File: src/rtl/nn_pkg.sv
// Shared definitions for the pixel pre-processing front end of the feedforward network:
// frame geometry, pixel width and the state encoding of the average-pool block.
package nn_pkg;

    localparam int IMG_DIM = 28;                // input frame side in pixels (even)
    localparam int OUT_DIM = IMG_DIM / 2;       // pooled frame side
    localparam int WIDTH   = 8;                 // pixel width, input and output
    localparam int AVG_NR  = OUT_DIM * OUT_DIM; // number of pooled outputs

    typedef enum logic [1:0] {
        ST_IDLE  = 2'd0,
        ST_ACCUM = 2'd1,
        ST_DONE  = 2'd2
    } pool_state_t;

endpackage

File: src/rtl/pool_line_buffer.sv
// Partial-sum line buffer for 2x2 average pooling: one WIDTH+2 bit accumulator per
// output column. Each write either loads the incoming pixel (start of a new 2x2 block)
// or adds it to the stored partial sum. The read port presents stored sum + pixel.
module pool_line_buffer #(
    parameter int DEPTH = 14,
    parameter int WIDTH = 8,
    parameter int IDX_W = $clog2(DEPTH),
    parameter int SUM_W = WIDTH + 2
) (
    input  logic             clk,
    input  logic             reset,
    input  logic             wr_en,
    input  logic             load,
    input  logic [IDX_W-1:0] idx,
    input  logic [WIDTH-1:0] pix,
    output logic [SUM_W-1:0] sum
);

    logic [SUM_W-1:0] lb [DEPTH];

    // Two extra bits hold the sum of four pixels without overflow.
    assign sum = lb[idx] + SUM_W'(pix);

    // Accumulator update: load starts a block, otherwise accumulate.
    always_ff @(posedge clk) begin
        if (reset) begin
            // NOTE: this small array is cleared on reset so an aborted frame leaves no stale sums; larger RAM-style memories normally skip reset.
            for (int i = 0; i < DEPTH; i++) begin
                lb[i] <= '0;
            end
        end else if (wr_en) begin
            lb[idx] <= load ? SUM_W'(pix) : sum;
        end
    end

endmodule

File: src/rtl/pixel_avg_pool.sv
// Streams a 28x28 grayscale frame in raster order, 2x2 average-pools it into a 14x14
// flattened output vector and pulses done once the whole frame has been pooled.
// Build option: define AVG_ROUND_EN for round-half-up averaging; otherwise the
// average truncates.
module pixel_avg_pool
    import nn_pkg::*;
#(
    parameter int IMG_DIM = nn_pkg::IMG_DIM,
    parameter int WIDTH   = nn_pkg::WIDTH
) (
    input  logic                                         clk,
    input  logic                                         reset,
    input  logic                                         start,
    input  logic                                         pix_valid,
    input  logic [WIDTH-1:0]                             pix_data,
    output logic                                         pix_ready,
    output logic [(IMG_DIM/2)*(IMG_DIM/2)*WIDTH-1:0]     averaged_pixels,
    output logic                                         busy,
    output logic                                         done
);

    localparam int OUT_DIM = IMG_DIM / 2;
    localparam int OUT_NR  = OUT_DIM * OUT_DIM;
    localparam int CNT_W   = $clog2(IMG_DIM);
    localparam int HALF_W  = CNT_W - 1;
    localparam int K_W     = $clog2(OUT_NR);
    localparam int SUM_W   = WIDTH + 2;

    pool_state_t      state;
    logic [CNT_W-1:0] row;
    logic [CNT_W-1:0] col;
    logic             accept;
    logic             last_col;
    logic             last_row;
    logic             lb_load;
    logic [SUM_W-1:0] lb_sum;
    logic [SUM_W-1:0] avg_wide;
    logic [WIDTH-1:0] avg;
    logic [K_W-1:0]   out_idx;

    // Outputs are decodes of the state register, so no input reaches them combinationally.
    assign pix_ready = (state == ST_ACCUM);
    assign busy      = (state == ST_ACCUM);
    assign done      = (state == ST_DONE);

    assign accept   = pix_valid && (state == ST_ACCUM);
    assign last_col = (col == CNT_W'(IMG_DIM - 1));
    assign last_row = (row == CNT_W'(IMG_DIM - 1));

    // The top-left pixel of each 2x2 block restarts the column's partial sum.
    assign lb_load = ~row[0] & ~col[0];

    // Flattened output slot of the 2x2 block containing the current pixel.
    assign out_idx = K_W'(row[CNT_W-1:1]) * K_W'(OUT_DIM) + K_W'(col[CNT_W-1:1]);

    pool_line_buffer #(
        .DEPTH (OUT_DIM),
        .WIDTH (WIDTH),
        .IDX_W (HALF_W),
        .SUM_W (SUM_W)
    ) u_line_buffer (
        .clk   (clk),
        .reset (reset),
        .wr_en (accept),
        .load  (lb_load),
        .idx   (col[CNT_W-1:1]),
        .pix   (pix_data),
        .sum   (lb_sum)
    );

    // Divide the four-pixel sum by four; rounding adds half an LSB before the shift.
    always_comb begin
        // NOTE: every always_comb output gets a default first so no path leaves it unassigned (which would infer a latch).
        avg_wide = lb_sum;
`ifdef AVG_ROUND_EN
        avg_wide = lb_sum + SUM_W'(2);
`endif
        avg = avg_wide[SUM_W-1:2];
    end

    // Frame FSM with raster row/column counters.
    always_ff @(posedge clk) begin
        if (reset) begin
            // NOTE: state registers use non-blocking assignments so every flop samples pre-edge values.
            state <= ST_IDLE;
            row   <= '0;
            col   <= '0;
        end else begin
            case (state)
                ST_IDLE: begin
                    if (start) begin
                        row   <= '0;
                        col   <= '0;
                        state <= ST_ACCUM;
                    end
                end
                ST_ACCUM: begin
                    if (accept) begin
                        if (last_col) begin
                            col <= '0;
                            row <= last_row ? '0 : row + CNT_W'(1);
                            if (last_row) begin
                                state <= ST_DONE;
                            end
                        end else begin
                            col <= col + CNT_W'(1);
                        end
                    end
                end
                ST_DONE: begin
                    state <= ST_IDLE;
                end
                default: begin
                    state <= ST_IDLE;
                end
            endcase
        end
    end

    // Output register: written only by the bottom-right pixel of each 2x2 block.
    always_ff @(posedge clk) begin
        if (reset) begin
            averaged_pixels <= '0;
        end else if (accept && row[0] && col[0]) begin
            averaged_pixels[int'(out_idx)*WIDTH +: WIDTH] <= avg;
        end
    end

endmodule

File: config.mk
export PLATFORM = sky130hd
export DESIGN_NAME = pixel_avg_pool
export DESIGN_NICKNAME = d
export VERILOG_FILES = /design/src/rtl/nn_pkg.sv /design/src/rtl/pool_line_buffer.sv /design/src/rtl/pixel_avg_pool.sv
export SDC_FILE = /design/constraint.sdc
export NUM_CORES = 2
export LEC_CHECK = 0
export CAP_MARGIN = 20
export CORE_AREA = 2 2 609 611
export CTS_CLUSTER_DIAMETER = 50
export DETAILED_ROUTE_END_ITERATION = 10
export DIE_AREA = 0 0 611 613
export GPL_ROUTABILITY_DRIVEN = 0
export GPL_TIMING_DRIVEN = 0
export MAX_ROUTING_LAYER = met4
export PLACE_DENSITY = 0.49
export RECOVER_POWER = 50
export SETUP_SLACK_MARGIN = 0.05
export SKIP_LAST_GASP = 1
export SYNTH_ARGS = -nofsm -noshare
export SYNTH_HDL_FRONTEND = slang
export SYNTH_SLANG_ARGS = --single-unit
File: constraint.sdc
create_clock -name clk -period 5.5 [get_ports clk]
set_input_delay 1.1 -clock clk [delete_from_list [all_inputs] [get_ports clk]]
set_output_delay 1.1 -clock clk [all_outputs]
set_load 0.01 [all_outputs]
==> impl_metrics.yaml <==
status:
  status: "finished, violations left"
  failed_checks: "DRC, capacitance limit, slew limit, setup timing"
grt:
  busiest_layer: "met2"
  grt_pass1_vias: 67200
  grt_max_degree: 17
  grt_pass1_wl_mm: 771
  use_met3: 0.151
  track_usage: 0.330
  use_met2: 0.499
  antenna_found_initial: 68
  grt.overflow.total: 0
  use_met1: 0.347
logic_synthesis:
  seq_area_frac_synth: 0.537
  yosys.area_share.simple: 0.212
  ys_types: 91
  synth_edf_count: 160
  ys_seq_elements: 1744
  synth_top_family_by_area: "simple AND/OR/NAND/NOR gates"
  synth_top_area_share: 0.466
  synth_largest_area_cell: "dfxtp_1"
  synth_fa_ha_area_frac: 0.00600
  synth-xor-area-share: 0.00374
  netlist_area_um2: 68000
  async_flop_share: 0
  ys.warnings.count: 0
  synth_mux_area_frac: 0.0859
  synthTopCellsByArea: "dfxtp_1 (47%), edfxtp_1 (7.1%), mux2i_1 (7.0%)"
  synthCells: 7313
  synth_flop_cell: "dfxtp_1"
  syn_avg_cell_area_um2: 9.30
  synth.net_count: 7354
  synth_compound_area_frac: 0.113
pwr:
  power_w: 0.0358
  max-vdd-ir-drop_mv: 0.233
  power_density_nw_per_um2: 335
  power.static_leakage_nw: 43.4
sta:
  finClkSkew_ns: 0.0496
  fin_ws_ns: -0.270
  relSlewSlack: -0.216
  timing.final.crit_share: 1.05
  worstMarginPinSlew_ns: 1.82
  fmax_mhz: 173
  rsz0062_at_grt: "true"
  drv_slew: 11
  min_period_ns: 5.77
  setup_violations: 32
  hold_violations: 0
clocking:
  cts_buffers: 299
  clock_latency_ns: 0.97
  clk_pin_slew_ns: 0.05
  cts_max_level: 5
  clockRootBuffer: "clkbuf_16"
  clockBufferDepth: 4
  clock_sinks: 1744
  cts_tree: "done"
layout:
  mostFrequentLayoutCells: "dfxtp_1 (1,579), dlygate4sd3_1 (1,569), nand2_1 (1,074)"
  nNetsFinal: 9594
  synthToLayoutAreaGrowth_pct: 57.4
  layout_commonest_cell: "dfxtp_1"
  drive_gt1_frac: 0.163
die:
  die_h_um: 613
  die_area_um2: 375000
  initial_core_util: 0.185
  io_pins: 1583
  die_w_um: 611
  num_rows: 223
  coreArea_um2: 368000
critical_path:
  required_ns: 6.26
  cp_max_fo: 10
  critPathKind: "flop to flop"
  cp-start-kind: "flop"
  crit_start: "row[3]$_SDFFE_PP0P_"
  worstSetupEndpointType: "flop"
  timing.rr.start: "row[3]$_SDFFE_PP0P_"
  reg2reg_slack_ns: -0.27
  arrival_ns: 6.53
placement:
  port_buffers: 1581
  dpl.hpwl_mm: 510
  dpl_worst_slack_ns: -2.35
detailed_routing:
  first_pass_iters: 11
  via_per_inst: 5.05
  vias: 74100
  routed_wl_mm: 628
  wire_per_inst_um: 42.7
  drc_errors: 4
  drt_iter0_drc: 9527
  antenna_left: 0
worst_hold_path:
  holdCritPathClass: "flop to flop"
  min-delay-start: "averaged_pixels[1433]$_SDFFE_PP0P_"
job:
  drv_cap: 1
==> timing repair <==
action	in CTS	in global routing
setup buffers	131	38
gates resized for setup	284	122
endpoints found under the setup margin	1686	1184
pin swaps	67	26
hold buffers	0	0
==> where the power goes <==
group	total [W]	internal (W)	leakage [nW]	switching (W)
combinational	0.00290	0.000529	24.0	0.00237
clock	0.0200	0.0123	5.11	0.00767
sequential	0.0129	0.0129	14.3	0.0000176
total	0.0358	0.0257	43.4	0.0101
==> cell families (layout without fill, tap and decap cells) <==
group | after synthesis | in the layout
flops | 1744 | 1744
xor+xnor | 24 | 24
other cells | 0 | 58
fa+ha+maj | 29 | 29
simple gates | 2901 | 2901
buf+inv | 682 | 3157
compound gates | 1410 | 1410
mux | 523 | 523
==> synth_stat cells, types with 48 or more instances <==
master	count
a21oi_1	531
buf_2	99
clkbuf_1	490
dfxtp_1	1584
edfxtp_1	160
mux2i_1	474
mux4_2	48
nand2_1	1090
nand3_1	913
nand4_1	190
nor2_1	352
nor3_1	70
o21ai_0	653
==> worst max-delay path, stage by stage (launching register included) <==
cell	delay, ns
dfxtp_2	0.42
fa_1	0.44
ha_1	0.31
ha_2	0.46
nor2b_2	0.23
o2111ai_2	0.21
o31ai_2	0.36
nand2_1	0.15
ha_4	0.26
nor3_1	0.68
buf_2	0.34
o211ai_1	0.48
clkbuf_2	0.43
o211ai_1	0.55
o31ai_2	0.25
==> registers in the layout (all words and copies together), names as in the netlist, named ones only <==
register          cells
row                   5
state                 2
averaged_pixels    1568
u_line_buffer.lb    160
col                   5
==> final timing paths <==
kind,end,cells after the start
min reg2reg,averaged_pixels[1433]$_SDFFE_PP0P_,2
max reg2reg,averaged_pixels[852]$_SDFFE_PP0P_,14
min,averaged_pixels[1433]$_SDFFE_PP0P_,2
max,averaged_pixels[852]$_SDFFE_PP0P_,14
==> final cells by class <==
type                    instances  area, µm²
clock inverters               175       2280
repair buffers               1958      20600
diodes                         58        145
multi-input cells            4887      29900
flip-flops and latches       1744      36500
well taps                    4837       6050
fillers                     38900     261000
plain buffers                 636       3150
clock buffers                 361       8180
inverters                      27        101
==> stage by stage <==
stage / cell area, µm² / setup TNS (ns) / cells / utilization / hold WS, ns
after CTS: 106000 / -0.439 / 14600 / 0.288 / 0.450
after floorplan: 68000 / 0 / 7313 / - / 0.474
after global routing: 107000 / -0.0668 / 14600 / 0.291 / 0.455
final: 107000 / -1.47 / 14700 / 0.291 / 0.447
after detailed placement: 93500 / -1745.79 / 13900 / 0.254 / 0.443
after global placement: 89900 / -3265.32 / 13700 / 0.244 / 0.439
==> layer usage <==
layer	routed length [µm]	share of wire
met1	224000	0.36
met4	52000	0.083
met5	0	0
met2	275000	0.44
met3	76400	0.12
Note: power is estimated with default switching activity, not from simulation.
